## config.mk

```make
export PLATFORM = sky130hd
export DESIGN_NAME = cpu_sequencer_flat
export DESIGN_NICKNAME = d
export VERILOG_FILES = /design/src/rtl/cpu_sequencer_if.sv /design/src/rtl/cpu_sequencer.sv /design/src/flat_wrapper.sv
export SDC_FILE = /design/constraint.sdc
export NUM_CORES = 1
export LEC_CHECK = 0
export CAP_MARGIN = 20
export CORE_AREA = 2 2 62 64
export DETAILED_ROUTE_END_ITERATION = 8
export DIE_AREA = 0 0 64 66
export PLACE_DENSITY_LB_ADDON = 0.3
export SYNTH_ARGS = -nofsm -noshare
export SYNTH_HDL_FRONTEND = slang
export SYNTH_SLANG_ARGS = --single-unit
```

## constraint.sdc

```tcl
create_clock -name clk -period 1.55 [get_ports clk]
set_input_delay 0.31 -clock clk [delete_from_list [all_inputs] [get_ports clk]]
set_output_delay 0.31 -clock clk [all_outputs]
set_load 0.005 [all_outputs]
```

## src/rtl/cpu_sequencer_if.sv

```systemverilog
// Control bus between the multi-cycle sequencer and the core datapath
// (instruction memory, decoder, ALU, data memory, register file).
interface cpu_sequencer_if #(
  parameter int unsigned PC_W = 6
);
  logic            run;
  logic [1:0]      flag;
  logic [3:0]      oper;
  logic [1:0]      mem_op;
  logic [PC_W-1:0] jmp_tgt;
  logic [PC_W-1:0] pc;
  logic            fetch_en;
  logic            alu_en;
  logic            mem_we;
  logic            rf_we;
  logic            rf_waddr_sel;
  logic [1:0]      rf_wsrc;
  logic            opb_imm;
  logic            busy;
  logic            halted;
  logic            retired;
  logic            illegal;

  modport master (
    input  run, flag, oper, mem_op, jmp_tgt,
    output pc, fetch_en, alu_en, mem_we, rf_we, rf_waddr_sel, rf_wsrc,
           opb_imm, busy, halted, retired, illegal
  );

  modport slave (
    output run, flag, oper, mem_op, jmp_tgt,
    input  pc, fetch_en, alu_en, mem_we, rf_we, rf_waddr_sel, rf_wsrc,
           opb_imm, busy, halted, retired, illegal
  );
endinterface

```

## src/rtl/cpu_sequencer.sv

```systemverilog
// Multi-cycle FETCH/DECODE/EXEC/ALUW/MEM/WB control FSM owning the program counter.
// All outputs are registered; each strobe is high for exactly one cycle.
module cpu_sequencer #(
  parameter int unsigned PC_W       = 6,
  parameter int unsigned RESET_PC   = 0,
  parameter int unsigned ALU_LAT    = 1,
  parameter int unsigned MEM_RD_LAT = 1
) (
  input logic             clk,
  input logic             rst_n,
  cpu_sequencer_if.master bus
);
  localparam int unsigned MAX_LAT = (ALU_LAT > MEM_RD_LAT) ? ALU_LAT : MEM_RD_LAT;
  localparam int unsigned CNT_W   = $clog2(MAX_LAT + 1);
  localparam logic [CNT_W-1:0] ALU_WAIT = CNT_W'(ALU_LAT - 1);
  localparam logic [CNT_W-1:0] MEM_WAIT = CNT_W'(MEM_RD_LAT - 1);

  typedef enum logic [2:0] {
    S_IDLE, S_FETCH, S_DECODE, S_EXEC, S_ALUW, S_MEM, S_WB, S_HALT
  } state_t;

  state_t          state_q, state_d;
  logic [PC_W-1:0] pc_q, pc_d;
  logic [CNT_W-1:0] cnt_q, cnt_d;
  logic [1:0]      mem_op_q, mem_op_d;
  logic            fetch_en_q, fetch_en_d;
  logic            alu_en_q, alu_en_d;
  logic            mem_we_q, mem_we_d;
  logic            rf_we_q, rf_we_d;
  logic            rf_waddr_sel_q, rf_waddr_sel_d;
  logic [1:0]      rf_wsrc_q, rf_wsrc_d;
  logic            opb_imm_q, opb_imm_d;
  logic            busy_q, busy_d;
  logic            halted_q, halted_d;
  logic            retired_q, retired_d;
  logic            illegal_q, illegal_d;
  logic            retire, jump, halt_go;

  always_comb begin
    state_d        = state_q;
    pc_d           = pc_q;
    cnt_d          = cnt_q;
    mem_op_d       = mem_op_q;
    alu_en_d       = 1'b0;
    mem_we_d       = 1'b0;
    rf_we_d        = 1'b0;
    illegal_d      = 1'b0;
    rf_waddr_sel_d = rf_waddr_sel_q;
    rf_wsrc_d      = rf_wsrc_q;
    opb_imm_d      = opb_imm_q;
    retire         = 1'b0;
    jump           = 1'b0;
    halt_go        = 1'b0;

    case (state_q)
      S_IDLE:   if (bus.run) state_d = S_FETCH;
      S_FETCH:  state_d = S_DECODE;
      S_DECODE: state_d = S_EXEC;
      S_EXEC: begin
        mem_op_d       = bus.mem_op;
        rf_waddr_sel_d = 1'b0;
        opb_imm_d      = 1'b0;
        case (bus.flag)
          2'd0: begin
            retire = 1'b1;
            if (bus.oper == 4'h1)      jump = 1'b1;
            else if (bus.oper == 4'hF) halt_go = 1'b1;
            else if (bus.oper != 4'h0) illegal_d = 1'b1;
          end
          2'd1: begin
            if (bus.oper >= 4'h1 && bus.oper <= 4'hC) begin
              alu_en_d       = 1'b1;
              opb_imm_d      = bus.oper inside {4'h6, 4'h7, 4'h8, 4'h9, 4'hB, 4'hC};
              rf_waddr_sel_d = (bus.oper == 4'hA);
              rf_wsrc_d      = 2'd0;
              cnt_d          = ALU_WAIT;
              state_d        = S_ALUW;
            end else begin
              illegal_d = 1'b1;
              retire    = 1'b1;
            end
          end
          2'd2: begin
            if (bus.oper == 4'h2 || bus.oper == 4'h3) begin
              rf_wsrc_d = (bus.oper == 4'h2) ? 2'd1 : 2'd2;
              rf_we_d   = 1'b1;
              state_d   = S_WB;
            end else begin
              illegal_d = 1'b1;
              retire    = 1'b1;
            end
          end
          default: begin
            if (bus.mem_op == 2'd0) begin
              illegal_d = 1'b1;
              retire    = 1'b1;
            end else begin
              rf_wsrc_d = 2'd3;
              mem_we_d  = (bus.mem_op != 2'd1);
              cnt_d     = MEM_WAIT;
              state_d   = S_MEM;
            end
          end
        endcase
      end
      S_ALUW: begin
        if (cnt_q == '0) begin
          rf_we_d = 1'b1;
          state_d = S_WB;
        end else begin
          cnt_d = cnt_q - 1'b1;
        end
      end
      S_MEM: begin
        // stores finish after their single mem_we cycle; loads wait for data_out
        if (mem_op_q != 2'd1) begin
          retire = 1'b1;
        end else if (cnt_q == '0) begin
          rf_we_d = 1'b1;
          state_d = S_WB;
        end else begin
          cnt_d = cnt_q - 1'b1;
        end
      end
      S_WB:     retire = 1'b1;
      S_HALT:   state_d = S_HALT;
      default:  state_d = S_IDLE;
    endcase

    retired_d = retire;
    if (retire) begin
      pc_d           = jump ? bus.jmp_tgt : pc_q + PC_W'(1);
      rf_waddr_sel_d = 1'b0;
      rf_wsrc_d      = 2'd0;
      opb_imm_d      = 1'b0;
      if (halt_go)      state_d = S_HALT;
      else if (bus.run) state_d = S_FETCH;
      else              state_d = S_IDLE;
    end

    fetch_en_d = (state_d == S_FETCH);
    busy_d     = (state_d != S_IDLE) && (state_d != S_HALT);
    halted_d   = (state_d == S_HALT);
  end

  always_ff @(posedge clk or negedge rst_n) begin
    if (!rst_n) begin
      state_q        <= S_IDLE;
      pc_q           <= PC_W'(RESET_PC);
      cnt_q          <= '0;
      mem_op_q       <= '0;
      fetch_en_q     <= 1'b0;
      alu_en_q       <= 1'b0;
      mem_we_q       <= 1'b0;
      rf_we_q        <= 1'b0;
      rf_waddr_sel_q <= 1'b0;
      rf_wsrc_q      <= '0;
      opb_imm_q      <= 1'b0;
      busy_q         <= 1'b0;
      halted_q       <= 1'b0;
      retired_q      <= 1'b0;
      illegal_q      <= 1'b0;
    end else begin
      state_q        <= state_d;
      pc_q           <= pc_d;
      cnt_q          <= cnt_d;
      mem_op_q       <= mem_op_d;
      fetch_en_q     <= fetch_en_d;
      alu_en_q       <= alu_en_d;
      mem_we_q       <= mem_we_d;
      rf_we_q        <= rf_we_d;
      rf_waddr_sel_q <= rf_waddr_sel_d;
      rf_wsrc_q      <= rf_wsrc_d;
      opb_imm_q      <= opb_imm_d;
      busy_q         <= busy_d;
      halted_q       <= halted_d;
      retired_q      <= retired_d;
      illegal_q      <= illegal_d;
    end
  end

  assign bus.pc           = pc_q;
  assign bus.fetch_en     = fetch_en_q;
  assign bus.alu_en       = alu_en_q;
  assign bus.mem_we       = mem_we_q;
  assign bus.rf_we        = rf_we_q;
  assign bus.rf_waddr_sel = rf_waddr_sel_q;
  assign bus.rf_wsrc      = rf_wsrc_q;
  assign bus.opb_imm      = opb_imm_q;
  assign bus.busy         = busy_q;
  assign bus.halted       = halted_q;
  assign bus.retired      = retired_q;
  assign bus.illegal      = illegal_q;
endmodule

```

## src/flat_wrapper.sv

```systemverilog
// flat-port wrapper written by rule: the top's interface ports become plain ports
module cpu_sequencer_flat 
#(
  parameter int unsigned PC_W       = 6,
  parameter int unsigned RESET_PC   = 0,
  parameter int unsigned ALU_LAT    = 1,
  parameter int unsigned MEM_RD_LAT = 1
)
  (clk, rst_n, bus_run, bus_flag, bus_oper, bus_mem_op, bus_jmp_tgt, bus_pc, bus_fetch_en, bus_alu_en, bus_mem_we, bus_rf_we, bus_rf_waddr_sel, bus_rf_wsrc, bus_opb_imm, bus_busy, bus_halted, bus_retired, bus_illegal);
  cpu_sequencer_if #(.PC_W(PC_W)) bus_i ();
  input logic clk;
  input logic rst_n;
  input wire logic [$bits(bus_i.run)-1:0] bus_run;
  input wire logic [$bits(bus_i.flag)-1:0] bus_flag;
  input wire logic [$bits(bus_i.oper)-1:0] bus_oper;
  input wire logic [$bits(bus_i.mem_op)-1:0] bus_mem_op;
  input wire logic [$bits(bus_i.jmp_tgt)-1:0] bus_jmp_tgt;
  output wire logic [$bits(bus_i.pc)-1:0] bus_pc;
  output wire logic [$bits(bus_i.fetch_en)-1:0] bus_fetch_en;
  output wire logic [$bits(bus_i.alu_en)-1:0] bus_alu_en;
  output wire logic [$bits(bus_i.mem_we)-1:0] bus_mem_we;
  output wire logic [$bits(bus_i.rf_we)-1:0] bus_rf_we;
  output wire logic [$bits(bus_i.rf_waddr_sel)-1:0] bus_rf_waddr_sel;
  output wire logic [$bits(bus_i.rf_wsrc)-1:0] bus_rf_wsrc;
  output wire logic [$bits(bus_i.opb_imm)-1:0] bus_opb_imm;
  output wire logic [$bits(bus_i.busy)-1:0] bus_busy;
  output wire logic [$bits(bus_i.halted)-1:0] bus_halted;
  output wire logic [$bits(bus_i.retired)-1:0] bus_retired;
  output wire logic [$bits(bus_i.illegal)-1:0] bus_illegal;
  assign bus_i.run = bus_run;
  assign bus_i.flag = bus_flag;
  assign bus_i.oper = bus_oper;
  assign bus_i.mem_op = bus_mem_op;
  assign bus_i.jmp_tgt = bus_jmp_tgt;
  assign bus_pc = bus_i.pc;
  assign bus_fetch_en = bus_i.fetch_en;
  assign bus_alu_en = bus_i.alu_en;
  assign bus_mem_we = bus_i.mem_we;
  assign bus_rf_we = bus_i.rf_we;
  assign bus_rf_waddr_sel = bus_i.rf_waddr_sel;
  assign bus_rf_wsrc = bus_i.rf_wsrc;
  assign bus_opb_imm = bus_i.opb_imm;
  assign bus_busy = bus_i.busy;
  assign bus_halted = bus_i.halted;
  assign bus_retired = bus_i.retired;
  assign bus_illegal = bus_i.illegal;
  cpu_sequencer #(.PC_W(PC_W), .RESET_PC(RESET_PC), .ALU_LAT(ALU_LAT), .MEM_RD_LAT(MEM_RD_LAT)) u_core (.clk(clk), .rst_n(rst_n), .bus(bus_i));
endmodule
```

==> summary.md <==
| Metric | Value |
|---|---|
| Status | `finished, violations left` |
| Failing checks | `negative setup slack` |
| Max-cap violation count | `0` |
| Starting density of the core | `42.9%` |
| Iteration-0 DRC Markers | `84` |
| Die area | `4220 um2` |
| WL/cell | `between 15 and 20 um` |
| Antenna diodes | `0` |
| Area growth syn-to-layout | `71.8%` |
| Critical Path Sink Type | `flip-flop` |
| Die Y | `66 um` |
| Antenna violations before repair | `0` |
| Most used routing layer in global routing | `met2` |
| Rows | `22` |
| Htree depth | `1` |
| Dpl ws | `-0.873 ns` |
| Crit-path slowest cell | `o311a_1` |
| Delay of the slowest critical-path stage | `roughly 0.31 ns` |
| Detailed Route WL | `roughly 4.7 mm` |
| Cell variety after synth | `between 50 and 60` |
| Worst r2r src | `u_core.state_q[1]` |
| Final setup violation count | `16` |
| Slew Limit Headroom | `between 70% and 80%` |
| Worst hold slack | `between 0.3 and 0.4 ns` |
| Worst path buffer plus inverter count | `5` |
| LEAKAGE | `between 1 and 1.5 nW` |
| Pre-antenna DRT Iters | `4` |
| Final setup TNS | `-1.39 ns` |
| Arrival time at the worst endpoint | `roughly 1.9 ns` |
| Min Tclk post-route | `1.69 ns` |
| Met1 Usage GRT | `a little over a quarter` |
| Placer Congestion | `between 0.9 and 1` |
| GRT Total Usage | `23.0%` |
| Period utilization | `109%` |
| Root buffer cell | `clkbuf_4` |
| Hold_buf cts | `0` |
| Post-route ant nets | `0` |
| Met3 usage | `under 10%` |
| Final Util | `about three quarters` |
| CTS buffer count | `3` |
| Vias in the first global route | `1731` |
| Setup Skew | `0.00488 ns` |
| Post-synth top flop | `dfrtp_1` |
| Ys async rst share | `100%` |
| Clock buffer depth | `2` |
| Worst-skew pair later-pin latency | `around 0.31 ns` |
| Critical path required time | `about 1.8 ns` |
| CP Launch Type | `primary input` |
| Post-Syn Area | `between 1500 and 2000 um2` |
| Global-route wire length before repair | `7.63 mm` |
| Crit-path cells | `dlygate4sd2_1 > buf_6 > buf_4 > nor3_1 > nand4_1 > buf_6 > buf_6 > o311a_1` |
| Peak Freq | `slightly below 600 MHz` |
| Post-Place Cells | `~290` |
| Share of post-route cells with drive strength above 1 | `43.7%` |
| Setup CP Type | `primary input to flip-flop` |
| Nets | `287` |
| Seq/Total Area, Yosys | `about 38%` |
| EDFF count, synth | `0` |
| Clock transition at the registers of the reported paths | `roughly 0.13 ns` |
| Worst Setup SP | `bus_oper[1]` |
| CTS tree | `yes` |
| Core Region | `around 3600 um2` |
| GRT overflow | `0` |
| Syn avg cell area | `9.24 um2` |
| Vias per Instance | `around 5.4` |
| Max Transition Viols Final | `0` |
| Power per cell area | `between 400 and 500 nW/um2` |
| Synth warnings | `0` |
| Clk sinks | `23` |
| HPWL Detailed | `3.38 mm` |
| I/O pin count | `35` |
| Crit path top cell by count | `buf_6` |
| CP top delay family | `buffers and inverters` |
| Fin. Hold Viols | `0` |
| Mapped Nets | `188` |
| Crit path max fanout | `6` |
| Vias | `between 1500 and 2000` |
| Pin count of the biggest net entering global routing | `24` |
| GR Util met2 | `42.8%` |
| Maximum VDD drop | `between 200 and 250 uV` |
| Worst Tran Pin Value | `between 0.3 and 0.4 ns` |
| Worst Setup Slack, final | `-0.140 ns` |
| Post-Layout Cell Count | `slightly above 300` |
| Post-Syn Instances | `between 150 and 200` |
| Hold crit path type | `primary input to asynchronous set/reset pin` |
| DRC | `0` |
| Number of I/O port buffers | `34` |
| Die Wd | `64 um` |
| RSZ-0062 raised after global routing | `yes` |
| FF+latch count, synth | `23` |
-- cell usage after synthesis, types with 2 or more instances --
cell | n | area share [%]
nor2b_1 | 2 | 0.82
mux2i_1 | 5 | 3.3
or3_1 | 2 | 0.82
nand2_1 | 14 | 3.4
buf_4 | 2 | 0.98
o211a_1 | 2 | 1.3
o211ai_1 | 3 | 1.5
o21a_1 | 4 | 2.0
o21ai_0 | 11 | 3.6
dfrtp_1 | 23 | 38
nor4b_1 | 2 | 1.1
nor4_1 | 2 | 0.82
nand3_1 | 9 | 3.0
a21oi_1 | 6 | 2.0
o2bb2ai_1 | 2 | 1.1
inv_1 | 9 | 2.2
buf_2 | 4 | 1.3
nor3_1 | 9 | 3.0
o32ai_1 | 2 | 1.1
ha_1 | 6 | 4.9
nand4_1 | 2 | 0.82
buf_6 | 3 | 2.2
and3_1 | 3 | 1.2
o311a_1 | 2 | 1.3
a31oi_1 | 2 | 0.82
nand2b_1 | 3 | 1.2
nor2_1 | 7 | 1.7
-- kinds of logic after synthesis --
group,count (synthesis),synth area share [%]
simple gates,61,22.1
compound gates,48,23.4
flops,23,37.8
buf+inv,20,7.22
mux,6,4.02
fa+ha+maj,6,4.93
xor+xnor,1,0.575
-- layer usage --
layer	part of all wire, %	up-vias
met3	3.1	14
li1	-	806
met2	52	48
met5	0	-
met4	3.2	0
met1	42	813
-- placed cells by master, fill, tap and decap left out, types with 5 or more instances in the layout --
cell type,Yosys,final
dfrtp_1,23,23
nand3_1,9,9
nand2_1,14,13
o21ai_0,11,9
buf_6,3,11
buf_4,2,59
nor2_1,7,5
mux2i_1,5,5
clkdlybuf4s50_1,0,26
nor3_1,9,8
a21oi_2,1,5
-- registers in the layout (all words and copies together) (netlist names) --
signal	count
u_core.bus.halted	1
u_core.bus.rf_we	1
u_core.bus.opb_imm	1
u_core.state_q	3
u_core.bus.fetch_en	1
u_core.bus.rf_wsrc	2
u_core.bus.retired	1
u_core.bus.busy	1
u_core.bus.mem_we	1
u_core.bus.alu_en	1
u_core.mem_op_q	2
u_core.bus.rf_waddr_sel	1
u_core.bus.illegal	1
u_core.bus.pc	6
-- final cells by class --
class	count	area, um2
fillers	233	932
inverters	10	52.6
well taps	48	60.1
multi-input cells	122	996
repair buffers	104	908
flip-flops and latches	23	576
clock buffers	4	26.3
-- timing repair --
| item | 4_1_cts | 5_1_grt |
|---|---|---|
| gates resized for setup | 43 | 13 |
| setup buffers | 14 | 4 |
| pin swaps | 13 | 5 |
| endpoints found under the setup margin | 22 | 21 |
| gates cloned | 1 | 0 |
-- report_power, final --
| part | switching (mW) | internal (mW) |
|---|---|---|
| registers | 0.00330 | 0.606 |
| clock network | 0.180 | 0.101 |
| logic | 0.114 | 0.136 |
| total | 0.298 | 0.842 |
-- stage by stage --
stage / cell area [um2] / total power, mW
3_5_place_dp: 2300 / 0.835
6_report: 2620 / 1.14
5_1_grt: 2620 / 1.19
4_1_cts: 2540 / 1.14
2_1_floorplan: 1590 / 0.701
3_3_place_gp: 2300 / 0.829
-- worst paths after layout --
check / endpoint / slack [ns] / cells past startpoint
setup / recovery: u_core.bus.pc[0] / -0.14 / 8
hold / removal: u_core.bus.pc[4] / 0.34 / 2
setup reg to reg: u_core.bus.pc[0] / -0.12 / 6
hold reg to reg: u_core.mem_op_q[0] / 0.49 / 2
max in group asynchronous: u_core.bus.pc[5] / 0.98 / 2
min in group clk: u_core.bus.rf_we / 0.48 / 3
Power figures use the tool's default switching activity.
==> RTL change 1 (same settings) <==
Make the reset (`rst_n`) synchronous in one clocked block.
--- a/src/rtl/cpu_sequencer.sv
+++ b/src/rtl/cpu_sequencer.sv
@@ -143,7 +143,7 @@
     halted_d   = (state_d == S_HALT);
   end
 
-  always_ff @(posedge clk or negedge rst_n) begin
+  always_ff @(posedge clk) begin
     if (!rst_n) begin
       state_q        <= S_IDLE;
       pc_q           <= PC_W'(RESET_PC);
Behaviour: differs if rst_n is asserted again (counterexample within 4 cycles, from zero or initial values and one cycle with rst_n low); with rst_n held inactive, the same outputs for 10 cycles.
==> RTL change 1 against the unedited design <==
- the run still ends with setup timing left
- critical path depth grew 1
- worst setup slack gained 0.025 ns
- synthesized area grew 1.6%
- routed wire length grew 1.2%
- cell area grew 0.96%
- sequential cell count is the same
- fmax grew 1.5%
- first-iteration DRC count shrank 45%
- critical endpoint is now u_core.bus.halted
- highest routed layer unchanged
Power is not compared: it rests on default switching activity, and its combinational part moved more than twofold at a synthesized area within 25%.
==> RTL change 1: results (changes against the unedited design) <==
grt:
  gr-usage-all-layers_pct: 23.3  # +0.27 points
  use_met3_pct: 3.07  # +1.5 points
  grt_pass1_wl_um: 7760  # +1.7%
clock_network:
  postCtsSetupRepairBufs: 10  # -4
  cts_resized: 54  # +26%
yosys:
  syn-instance-count: 178  # +7.9%
  synth_common_cells: "dfxtp_1 (23), nor2_1 (21), a21oi_1 (20)"
  synth_cell_types: 57  # +12%
  synth-async-reset-ratio_pct: 0  # -100 points
  synth_nets: 200  # +6.4%
  ys.flop_type: "dfxtp_1"
drt:
  drc: 0  # unchanged
  wl_met3_um: 179  # +24%
  vias_per_cell: 5.37  # -0.62%
  dr_wl_met2_um: 2600  # +6.5%
  routedWlPerCell_um: 15.2  # +0.91%
  drt_iter0_drc: 46  # -45%
  num_vias: 1676  # -0.30%
place:
  pre_cts_ws_ns: -0.911  # -0.0386 ns
  placed_cell_area_um2: 2280  # -0.71%
  place_hpwl_um: 3390  # +0.30%
sta:
  layout_setup_ws_ns: -0.114  # +0.0252 ns
  setup_viol: 8  # -8
  clock_skew_ns: 0.00645  # +0.00157 ns
run_status:
  violations: "setup timing"
  status: "finished with violations"
cells_and_area:
  final_layout_size_suffix_gt1_share_pct: 48.5  # +4.8 points
setup_path:
  r2r-start: "u_core.state_q[0]"
  reg2reg_slack_ns: -0.10  # +0.02 ns
## RTL change 1: cell type report
cell class	count	area (um^2)
Multi-Input combinational cell	136	1150
Fill cell	250	907
Timing Repair Buffer	93	877
Sequential cell	23	485
Tap cell	48	60.1
Inverter	8	42.5
Clock buffer	3	22.5
Clock inverter	1	5.00
## RTL change 1: worst max-delay path by stage
stage	startpoint	slack, ns	to	cells past startpoint
final	bus_flag[1]	-0.11	u_core.bus.halted	9
after global routing	u_core.state_q[0]	-0.20	u_core.bus.halted	6
after CTS	bus_flag[1]	-0.17	u_core.bus.pc[5]	11
after detailed placement	bus_flag[1]	-0.91	u_core.bus.halted	9
after global placement	bus_flag[1]	-0.82	u_core.bus.busy	9
after floorplan	bus_oper[2]	-0.14	u_core.bus.halted	7
## RTL change 1: stage by stage
step | setup TNS, ns | power [mW] | hold WS (ns)
final | -0.536 | 1.59 | 0.382
after global routing | -1.67 | 1.67 | 0.383
after CTS | -1.34 | 1.51 | 0.388
after detailed placement | -14.49 | 1.18 | 0.442
after global placement | -13.08 | 1.16 | 0.438
after floorplan | -0.926 | 0.955 | 0.431
## RTL change 1: logic make-up after synthesis
family          synth area share, %
simple gates                   31.3
compound gates                 21.7
mux                            5.09
buf+inv                        8.08
flops                          29.7
fa+ha+maj                      4.04
## RTL change 1: power breakdown
part	switching, mW	internal [mW]	leakage [nW]
Clock	0.188	0.0969	0.0177
Sequential	0.0285	0.622	0.193
Combinational	0.286	0.364	0.875
## RTL change 1: critical path, cell delays in order
cell and delay (ns):
buf_8 0.12, inv_12 0.05, ha_4 0.14, nor4b_4 0.32
o2bb2ai_4 0.13, a21oi_4 0.24, nor2_8 0.09, mux2i_2 0.22
nor4bb_2 0.29
==> RTL change 2 (same settings) <==
Without the edit above. `ALU_LAT` is set to 1 in 2 places; all go to 2.
--- a/src/rtl/cpu_sequencer.sv
+++ b/src/rtl/cpu_sequencer.sv
@@ -3,7 +3,7 @@
 module cpu_sequencer #(
   parameter int unsigned PC_W       = 6,
   parameter int unsigned RESET_PC   = 0,
-  parameter int unsigned ALU_LAT    = 1,
+  parameter int unsigned ALU_LAT    = 2,
   parameter int unsigned MEM_RD_LAT = 1
 ) (
   input logic             clk,
--- a/src/flat_wrapper.sv
+++ b/src/flat_wrapper.sv
@@ -3,7 +3,7 @@
 #(
   parameter int unsigned PC_W       = 6,
   parameter int unsigned RESET_PC   = 0,
-  parameter int unsigned ALU_LAT    = 1,
+  parameter int unsigned ALU_LAT    = 2,
   parameter int unsigned MEM_RD_LAT = 1
 )
   (clk, rst_n, bus_run, bus_flag, bus_oper, bus_mem_op, bus_jmp_tgt, bus_pc, bus_fetch_en, bus_alu_en, bus_mem_we, bus_rf_we, bus_rf_waddr_sel, bus_rf_wsrc, bus_opb_imm, bus_busy, bus_halted, bus_retired, bus_illegal);
Function: changed (Yosys sat finds a counterexample within 10 cycles, from zero or initial values and one cycle with rst_n low).
==> RTL change 2 against the unedited design <==
- the flow still finishes with violations (setup timing)
- cell area up 4.7%
- sequential cell count up 2
- synthesized area grew 5.8%
- routed wire length increased by 4.8%
- worst setup slack got worse by 0.0066 ns
- via count rose by 3.5%
- register-to-register slack worse by 0.03 ns
- critical path type is now reg2reg
- largest cell class unchanged
Power is left out: it rests on default switching activity, and per cell area and clock period it moved more than threefold.
==> RTL change 2: results (changes against the unedited design) <==
run_status:
  status: "finished with violations"
  violations: "setup timing"
setup_path:
  critical_path_arrival_ns: 1.94  # +0.04 ns
  rr_endpoint: "u_core.bus.busy"
  critPathMaxFanout: 5  # -1
sta:
  clock_skew_ns: 0.00313  # -0.00174 ns
  layout_setup_ws_ns: -0.146  # -0.00665 ns
  setup_viol: 14  # -2
  tightestPinTransition_ns: 0.374  # -0.000237 ns
  final.setup.tns_ns: -1.02  # +0.373 ns
drt:
  drt_iter0_drc: 102  # +21%
  wl_um: 4920  # +4.8%
  num_vias: 1740  # +3.5%
place:
  gp_congestion: 0.869  # -11%
  place_hpwl_um: 3170  # -6.1%
yosys:
  synth_common_cells: "dfrtp_1 (25), nand2_1 (22), nor2_1 (18)"
  synth_nets: 208  # +11%
  yosysSeqAreaShare_pct: 38.8  # +1.0 points
  ys.flop_type: "dfrtp_1"
  synthTopCellsByArea: "dfrtp_1 (39%), ha_1 (5.4%), nand2_1 (5.1%)"
  synth-async-reset-ratio_pct: 100  # unchanged
  synth_cell_types: 49  # -3.9%
grt:
  gr-usage-all-layers_pct: 22.9  # -0.10 points
  grt_pass1_wl_um: 7630  # unchanged
  grt_max_degree: 26  # +8.3%
cells_and_area:
  nFillCells: 231  # -0.86%
  final_layout_size_suffix_gt1_share_pct: 41.9  # -1.8 points
  final_net_count: 304  # +5.9%
  post-route-util_pct: 77.2  # +3.5 points
  antenna_cells: 0  # unchanged
[RTL change 2: changes by cell type in the layout (fill, tap and decap cells not counted), sizes merged, moves of 6 or more]
cell / delta
clkdlybuf4s50: -7
dlymetal6s2s: +6
nand2: +9
nor2: +10
nor3: -6
o21ai: +6
[RTL change 2: critical path: stages (launching register included)]
cell      delay, ns
dfrtp_2        0.46
and3b_2        0.28
nand2_2        0.16
a31oi_4        0.05
or2_1          0.25
and3_1         0.19
a221oi_2       0.22
[RTL change 2: cell type report]
class / instances / area, um^2 / share of cell area [%]
flip-flops and latches: 25 / 627 / 22.9
clock inverters: 1 / 7.51 / 0.274
well taps: 48 / 60.1 / 2.19
repair buffers: 99 / 871 / 31.8
inverters: 12 / 65.1 / 2.37
clock buffers: 3 / 22.5 / 0.821
multi-input cells: 139 / 1090 / 39.7
[RTL change 2: logic make-up after synthesis]
| kind of cell | synth area share, % |
|---|---|
| simple gates | 25.4 |
| compound gates | 19.3 |
| flops | 38.8 |
| buf+inv | 7.29 |
| fa+ha+maj | 5.43 |
| mux | 3.80 |
[RTL change 2: repair_timing]
item                       4_1_cts  5_1_grt
gates resized for setup         37       28
setup endpoints to repair       25       24
cloned                           1        0
pin swaps                       15        9
hold endpoints to repair         0        0
buffers inserted                13        6
[RTL change 2: layer usage]
metal	vias to the layer above	part of all wire (%)	global-route usage (%)
li1	840	-	-
met1	834	42	30.2
met2	53	50	38.8
met3	13	3.9	2.90
met4	0	3.8	7.88
met5	-	0	0
[RTL change 2: how the worst max path moves through the flow]
stage                            startpoint                     to  depth (start not counted)
after floorplan                 bus_oper[2]       u_core.bus.pc[4]                          6
after global placement          bus_flag[1]  u_core.bus.rf_wsrc[0]                         10
after global routing          bus_mem_op[0]      u_core.bus.halted                          8
final                     u_core.state_q[1]        u_core.bus.busy                          6
after detailed placement        bus_flag[1]  u_core.bus.rf_wsrc[0]                         10
after CTS                 u_core.state_q[2]        u_core.bus.busy                          7
[RTL change 2: through the flow]
step                std cells  setup WS, ns  hold slack [ns]  area, um^2
finish                    327        -0.146            0.332        2740
global route              327        -0.226            0.345        2740
CTS                       321       -0.0720            0.335        2600
detailed placement        303        -0.745            0.471        2390
global placement          303        -0.694            0.453        2390
floorplan                 184       -0.0992           0.0144        1730
